`config.mk`:
```
export PLATFORM = sky130hd
export DESIGN_NAME = prefetch_queue
export DESIGN_NICKNAME = d
export VERILOG_FILES = /design/src/rtl/prefetch_queue_pkg.sv /design/src/rtl/prefetch_queue_sync_fifo.sv /design/src/rtl/prefetch_queue.sv
export SDC_FILE = /design/constraint.sdc
export NUM_CORES = 1
export LEC_CHECK = 0
export BUFFER_PORTS_ARGS = -buffer_cell sky130_fd_sc_hd__buf_4
export CAP_MARGIN = 10
export CORE_ASPECT_RATIO = 1.4
export CORE_MARGIN = 3
export CORE_UTILIZATION = 50
export DETAILED_ROUTE_END_ITERATION = 8
export PLACE_DENSITY_LB_ADDON = 0.2
export SLEW_MARGIN = 15
export SYNTH_ARGS = -nofsm -noshare
export SYNTH_HDL_FRONTEND = slang
export SYNTH_SLANG_ARGS = --single-unit
```
`constraint.sdc`:
```
create_clock -name clk -period 6.15 [get_ports clk]
set_input_delay 0.615 -clock clk [delete_from_list [all_inputs] [get_ports clk]]
set_output_delay 0.615 -clock clk [all_outputs]
set_load 0.02 [all_outputs]
```
`src/rtl/prefetch_queue_pkg.sv`:
```
// Shared definitions for the instruction prefetch queue.
//   INSTR_W       default instruction word width
//   PC_STEP       byte increment between sequential fetches
//   RESET_VECTOR  default first fetch address after reset
//   fetch_state_e fetch FSM encoding (IDLE / REQ / DISCARD)
package prefetch_queue_pkg;

  localparam int          INSTR_W      = 32;
  localparam int          PC_STEP      = 4;
  localparam logic [31:0] RESET_VECTOR = 32'h0;

  typedef enum logic [1:0] {
    IDLE    = 2'd0,
    REQ     = 2'd1,
    DISCARD = 2'd2
  } fetch_state_e;

endpackage

```
`src/rtl/prefetch_queue_sync_fifo.sv`:
```
// Synchronous FIFO holding {pc, instr} entries for the prefetch queue.
// The head entry is read straight from storage, so a word written on one
// edge is visible on rdata the following cycle.
// Ports:
//   clk, rst   clock and synchronous active-high reset (pointers/count only)
//   flush      clears the queue; overrides push and pop in the same cycle
//   push       write wdata at the tail (caller guarantees not full)
//   pop        drop the head entry (caller guarantees not empty)
//   wdata      entry to write
//   rdata      entry at the head
//   count      number of valid entries, 0..DEPTH
module prefetch_queue_sync_fifo #(
  parameter int DEPTH = 4,
  parameter int WIDTH = 64
) (
  input  logic                         clk,
  input  logic                         rst,
  input  logic                         flush,
  input  logic                         push,
  input  logic                         pop,
  input  logic [WIDTH-1:0]             wdata,
  output logic [WIDTH-1:0]             rdata,
  output logic [$clog2(DEPTH+1)-1:0]   count
);

  localparam int PTR_W = $clog2(DEPTH);
  localparam int CNT_W = $clog2(DEPTH+1);

  logic [WIDTH-1:0] mem [DEPTH];
  logic [PTR_W-1:0] rd_ptr;
  logic [PTR_W-1:0] wr_ptr;

  // Pointers wrap naturally because DEPTH is a power of two.
  always_ff @(posedge clk) begin
    if (rst || flush) begin
      rd_ptr <= '0;
      wr_ptr <= '0;
      count  <= '0;
    end else begin
      if (push) wr_ptr <= wr_ptr + PTR_W'(1);
      if (pop)  rd_ptr <= rd_ptr + PTR_W'(1);
      case ({push, pop})
        2'b10:   count <= count + CNT_W'(1);
        2'b01:   count <= count - CNT_W'(1);
        default: count <= count;
      endcase
    end
  end

  // Storage carries no reset; only the pointers decide what is valid.
  always_ff @(posedge clk) begin
    if (push && !flush) mem[wr_ptr] <= wdata;
  end

  assign rdata = mem[rd_ptr];

endmodule

```
`src/rtl/prefetch_queue.sv`:
```
// Instruction prefetch stage between the memory-side fetch unit and decode.
// Issues sequential fetch requests, queues returned words with their PC and
// presents the queue head to decode over valid/ready. A redirect flushes the
// queue and restarts fetch at the new PC; a request already outstanding when
// the redirect arrives is completed and its data discarded.
// Optional feature macro: PREFETCH_BYPASS_EN -- when defined, a word returning
// to an empty queue is offered to decode combinationally in the ack cycle.
// Ports:
//   clk, rst          clock, synchronous active-high reset
//   fetch_en          request to fetch unit, held until fetch_ack
//   fetch_write       always 0 (read-only requester)
//   fetch_addr        request address, stable while fetch_en=1
//   fetch_data        returned word, valid with fetch_ack
//   fetch_ack         one-cycle completion strobe
//   dec_valid         dec_instr/dec_pc valid
//   dec_ready         decode accepts the head word
//   dec_instr, dec_pc head word and its PC
//   redirect_valid    flush queue and restart at redirect_pc
//   redirect_pc       new fetch PC
module prefetch_queue
  import prefetch_queue_pkg::*;
#(
  parameter int                DEPTH    = 4,
  parameter int                ADDR_W   = 32,
  parameter int                DATA_W   = INSTR_W,
  parameter logic [ADDR_W-1:0] RESET_PC = ADDR_W'(RESET_VECTOR)
) (
  input  logic              clk,
  input  logic              rst,
  output logic              fetch_en,
  output logic              fetch_write,
  output logic [ADDR_W-1:0] fetch_addr,
  input  logic [DATA_W-1:0] fetch_data,
  input  logic              fetch_ack,
  output logic              dec_valid,
  input  logic              dec_ready,
  output logic [DATA_W-1:0] dec_instr,
  output logic [ADDR_W-1:0] dec_pc,
  input  logic              redirect_valid,
  input  logic [ADDR_W-1:0] redirect_pc
);

  localparam int                CNT_W   = $clog2(DEPTH+1);
  localparam int                ENT_W   = ADDR_W + DATA_W;
  localparam logic [CNT_W-1:0]  DEPTH_C = CNT_W'(DEPTH);

  fetch_state_e      state;
  fetch_state_e      state_next;
  logic [ADDR_W-1:0] pc;
  logic [ADDR_W-1:0] pc_next;
  logic              issue;
  logic              push;
  logic              pop;
  logic              bypass_valid;
  logic [CNT_W-1:0]  count;
  logic [ENT_W-1:0]  head;

  // The request is outstanding exactly while the FSM is out of IDLE, so an
  // ack seen in IDLE (including a late one after reset) has no effect.
  assign fetch_en    = (state != IDLE);
  assign fetch_write = 1'b0;

`ifdef PREFETCH_BYPASS_EN
  assign bypass_valid = (state == REQ) && fetch_ack && !redirect_valid && (count == '0);
`else
  assign bypass_valid = 1'b0;
`endif

  always_comb begin
    state_next = state;
    pc_next    = pc;
    issue      = 1'b0;
    push       = 1'b0;
    case (state)
      IDLE: begin
        if (!redirect_valid && (count < DEPTH_C)) begin
          state_next = REQ;
          issue      = 1'b1;
        end
      end
      REQ: begin
        // Every completion returns to IDLE, which yields the one-cycle gap
        // before the next request is reissued.
        if (fetch_ack) begin
          state_next = IDLE;
          if (!redirect_valid) begin
            pc_next = pc + ADDR_W'(PC_STEP);
            push    = !(bypass_valid && dec_ready);
          end
        end else if (redirect_valid) begin
          state_next = DISCARD;
        end
      end
      DISCARD: begin
        if (fetch_ack) state_next = IDLE;
      end
      default: state_next = IDLE;
    endcase
    if (redirect_valid) pc_next = redirect_pc;
  end

  always_ff @(posedge clk) begin
    if (rst) begin
      state      <= IDLE;
      pc         <= RESET_PC;
      fetch_addr <= RESET_PC;
    end else begin
      state <= state_next;
      pc    <= pc_next;
      if (issue) fetch_addr <= pc;
    end
  end

  assign pop = dec_ready && (count != '0);

  prefetch_queue_sync_fifo #(
    .DEPTH (DEPTH),
    .WIDTH (ENT_W)
  ) u_fifo (
    .clk   (clk),
    .rst   (rst),
    .flush (redirect_valid),
    .push  (push),
    .pop   (pop),
    .wdata ({pc, fetch_data}),
    .rdata (head),
    .count (count)
  );

  assign dec_valid = (count != '0) || bypass_valid;
  assign dec_pc    = bypass_valid ? pc         : head[ENT_W-1:DATA_W];
  assign dec_instr = bypass_valid ? fetch_data : head[DATA_W-1:0];

endmodule

```
Word-level counts from Yosys, hierarchy flattened --
Memories as Yosys holds them, arrays and structs flattened. A register that Yosys moved wholly into a read port is not among the register bits. Index checks and enable logic that the tools add are counted.
Storage, ports and cells: flip-flop bits (word level) 73, RAM bits 256, input bits 69, output and inout bits 99, word-level logic and storage cells 51, memories 1
Operators by class: $add $sub $neg 5, $lt $le $gt $ge 1, eq/ne operators 7, multiplexer cells 18, reduce and logical (&&, ||, !) cells 13
Memory list:
- u_fifo.mem | words 4, width 64, rd ports 1, clocked after memory_dff 1, write ports 1, RTL line prefetch_queue_sync_fifo.sv:29 | logic [WIDTH-1:0] mem [DEPTH];
Operators by type and width (count):
- 32-bit two-way mux | 3
- 32-bit by 3-bit adder with 32-bit output (second input constant) | 1
- 2-bit two-way mux | 6
- 2-bit nonzero test | 4
- 1-bit two-way mux | 7
- 2-bit case mux with 3 select lines | 1
- 3-bit case mux with 2 select lines | 1
- 2-bit by 1-bit adder with 2-bit output (second input constant) | 2
- 2-bit by 1-bit == test with 1-bit output (second input constant) | 2
- 2-bit == test (second input constant) | 2
- 2-bit inequality test (second input constant) | 2
- 3-bit by 1-bit adder with 3-bit output (second input constant) | 1
- 1-bit logical AND | 3
- 3-bit less-than comparator (second input constant) | 1
- 3-bit inequality test (second input constant) | 1
- 3-bit AND reduction | 1
- 3-bit nonzero test | 1
- 3-bit by 1-bit subtractor with 3-bit output (second input constant) | 1
- 2-bit zero test | 1
- 2-bit AND reduction | 1
- 1-bit zero test | 1
- 1-bit logical OR | 1

Logic depth before layout (Yosys ltp) --
depth in word-level cells 6, depth in mapped cells 11, mapped depth without buffers 9

Hierarchy --
From an unflattened synthesis, not the netlist that was laid out.
Unflattened totals: cell total of the unflattened synthesis 764, area, all modules 12783.5 sq um
Modules (own cells, without submodules):
- prefetch_queue_sync_fifo | times used 1, cells each 381, area each 9743.1 sq um
- prefetch_queue | times used 1, cells each 383, area each 3040.4 sq um

Worst setup path before layout --
OpenSTA, ideal clock, no wires.
path kind in2reg, start input redirect_valid, end memory u_fifo.mem[1][0], enable pin, data arrival time 2900 ps, setup slack 2821 ps, stages 5, cell sequence clkbuf_1 inv_1 buf_6 clkbuf_1 and3_1
On the way: word-level cells in the longest chain between the ends 6, elaborated cells between the ends (all ways) 7, classes of those cells 5 x mux; 2 x reduce/logical
Ends and longest elaborated chain:
- from (decl) | RTL line prefetch_queue.sv:39 | input logic redirect_valid,
- 1-bit two-way mux | RTL line prefetch_queue.sv:86 | if (!redirect_valid) begin
- 1-bit two-way mux | RTL line prefetch_queue.sv:84 | if (fetch_ack) begin
- 1-bit two-way mux | RTL line prefetch_queue.sv:74 | case (state)
- 1-bit logical AND * | RTL line prefetch_queue_sync_fifo.sv:52 | if (push && !flush) mem[wr_ptr] <= wdata;
- 1-bit two-way mux * | RTL line prefetch_queue_sync_fifo.sv:52
- 1-bit two-way mux (implied by the code) * | RTL line prefetch_queue_sync_fifo.sv:52
- to (decl) | RTL line prefetch_queue_sync_fifo.sv:29
Every way passes the cells marked *; elsewhere a longest branch is shown, timed or not.

==> metrics.yaml <==
status: "completed"
crit_end: "dec_instr[25]"
synth_top_area_cell: "edfxtp_1"
cts.clk_slew.worst_paths_ns: 0.06
die_h_um: 195.1
required_ns: 5.53
numCtsBuffers: 30
cts_max_level: 1
seq_area_frac_synth: 0.7192
hold_class: "input pin to flip-flop"
critical_path_class: "flip-flop to output pin"
insertion_delay_ns: 0.55
r2r-start: "pc[3]"
clock-root-buffer: "clkbuf_16"
routed_wl_mm: 27.34
synth_common_cells: "edfxtp_1, nand2_1, dfxtp_1, mux4_2, a21oi_1"
synth_enable_flop_cells: 256
num_antenna_cells: 0
antenna_left: 0
rsz0062_at_grt: "false"
ys_seq_elements: 331
start_util: 0.5125
syn_area_um2: 12780
synth_top_cells_by_area: "edfxtp_1, dfxtp_1, mux4_2, nand2_1, a21oi_1"
maxSlewHeadroom: 0.2991
cp_max_fo: 47
grt_pass1_vias: 7466
portBuffers: 166
drive_gt1_frac: 0.3155
ys_warn_count: 0
area.growth.synth_to_final_pct: 20.39
post_drt_wl_per_cell_um: 21.54
critPathArrivalTime_ns: 2.80
synth-compound-area-share: 0.04495
yosys.area_share.simple: 0.08049
holdBufCountCts: 0
drc: 0
routabilityCongestion: 0.7724
crit-reg2reg-capture: "pc[24]"
finalSetupTns_ns: 0
leakagePower_nw: 5.155
max_stage_delay_ns: 1.02
die-area_um2: 27540
cp_common_cell: "buf_4"
setup_viol: 0
synthAdderAreaFrac: 0.007442
ios: 168
cts_sinks: 331
fmax_mhz: 292.6
die_w_um: 141.1
syn_inst: 775
synth-main-ff-cell: "edfxtp_1"
cp-start-kind: "flip-flop"
drv_cap: 0
post-synth-top-count-cell: "edfxtp_1"
nFillCells: 1867
dp_hpwl_mm: 16.57
synth_xor_xnor_area_share: 0.009597
num_vias: 7253
synth_top_family_by_area: "multiplexers"
cellPowerDensity_nw_per_um2: 310.5
synthDistinctLibCells: 49
instances_no_fill: 1269
worstPathCellList: "buf_4 -> mux4_2 -> buf_4"
finalCritPeriodShare: 0.5557
cts_tree: "done"
syn_nets: 851
ir_drop_mv: 0.2150
clock_skew_ns: 0.01219
overflow: 0
viasPerCell: 5.716
cts_setup_buffers: 0
critPathCaptureType: "output pin"
grt_max_degree: 75
fin_nets: 1006
rows: 68
critPathSlowestCell: "dfxtp_4"
period_needed_ns: 3.418
core_area_um2: 24930
first_pass_iters: 6
grt.total_usage: 0.1965
async_flop_share: 0
worst_slew_pin_slew_ns: 1.051
drt_iter0_markers: 495
grt_first_pass_wirelength_mm: 42.28
slew_viol_final: 0
muxShareOfSynthArea: 0.1159
avgSynthCellArea_um2: 16.49
hold_violations: 0
synth_top_cell_area_share: 0.6016
clockBufferDepth: 3
reg2regPathDepth: 5
cts-resized-gates: 0
place_inst: 1213
reg2reg_slack_ns: 3.63
antenna_found_initial: 0
## per-layer routing
layer	wire (um)	track usage	vias up
met5	0	0	-
met4	785	0.06284	0
met3	1418	0.02572	53
met2	14510	0.3469	234
met1	10630	0.2523	3614
li1	-	-	3352
## logic make-up after synthesis
| family | Yosys count |
|---|---|
| flops | 331 |
| simple gates | 204 |
| compound gates | 89 |
| mux | 68 |
| buf+inv | 61 |
| xor+xnor | 14 |
| fa+ha+maj | 7 |
| other cells | 1 |
## flip-flops by register name (all words and copies together), names as in the netlist, named ones only
signal and cells:
fetch_addr 32, pc 32, state 2, u_fifo.count 3
u_fifo.mem 256, u_fifo.rd_ptr 2, u_fifo.wr_ptr 2
## report_power, final
| part | switching, W | internal, W | total (W) |
|---|---|---|---|
| clock network | 0.000794 | 0.00129 | 0.00209 |
| registers | 0.0000513 | 0.00244 | 0.00250 |
| logic | 0.000107 | 0.0000854 | 0.000193 |
| total | 0.000953 | 0.00382 | 0.00478 |
## critical path: cells and delay by family, from the launching register on
| family | cells | cell delay, ns |
|---|---|---|
| DFF | 1 | 1.02 |
| muxes | 1 | 0.58 |
| buffers and inverters | 2 | 0.66 |
## cell type report
class | instances | area, um^2 | share of cell area
clock buffer | 32 | 779.5 | 0.05067
clock inverter | 24 | 352.8 | 0.02294
inverter | 14 | 52.55 | 0.003416
multi-input combinational | 383 | 3331 | 0.2165
sequential | 331 | 9196 | 0.5979
tap | 315 | 394.1 | 0.02562
timing repair buffer | 170 | 1276 | 0.08297
## through the flow
step	hold WS [ns]	cell area, um^2	util	setup WS, ns	total power, W
6_report	0.2540	15380	0.6170	2.732	0.004776
5_1_grt	0.2414	15380	0.6170	2.477	0.004924
4_1_cts	0.2292	15380	0.6170	2.598	0.004815
3_5_place_dp	0.4509	14250	0.5716	3.170	0.002738
3_3_place_gp	0.4458	14250	0.5716	3.175	0.002733
2_1_floorplan	0.4548	12780	-	2.821	0.002630
## how the worst min path moves through the flow
stage                             end     startpoint  cells after the start
floorplan           u_fifo.mem[0][54]         pc[22]                      0
detailed placement      fetch_addr[4]  fetch_addr[4]                      2
finish                       state[1]      fetch_ack                      2
global placement        fetch_addr[0]  fetch_addr[0]                      2
global route                 state[1]      fetch_ack                      2
CTS                          state[1]      fetch_ack                      2
## cells in the final DEF, fill, tap and decap left out, drive strengths merged, types with 2 or more instances in the layout
| cell | instances |
|---|---|
| a2111oi | 5 |
| a211oi | 10 |
| a21oi | 38 |
| a22oi | 3 |
| a311oi | 11 |
| and3 | 8 |
| and4 | 6 |
| buf | 170 |
| bufinv | 9 |
| clkbuf | 32 |
| clkinv | 10 |
| clkinvlp | 5 |
| dfxtp | 75 |
| edfxtp | 256 |
| ha | 6 |
| inv | 14 |
| mux2i | 4 |
| mux4 | 64 |
| nand2 | 82 |
| nand3 | 13 |
| nand3b | 2 |
| nand4 | 8 |
| nor2 | 36 |
| nor2b | 2 |
| nor3 | 6 |
| nor3b | 4 |
| nor4 | 4 |
| o21ai | 10 |
| o31a | 2 |
| o31ai | 6 |
| or2 | 5 |
| or3 | 10 |
| or4 | 15 |
| xnor2 | 5 |
| xor2 | 9 |
(Power assumes the default switching activity.)
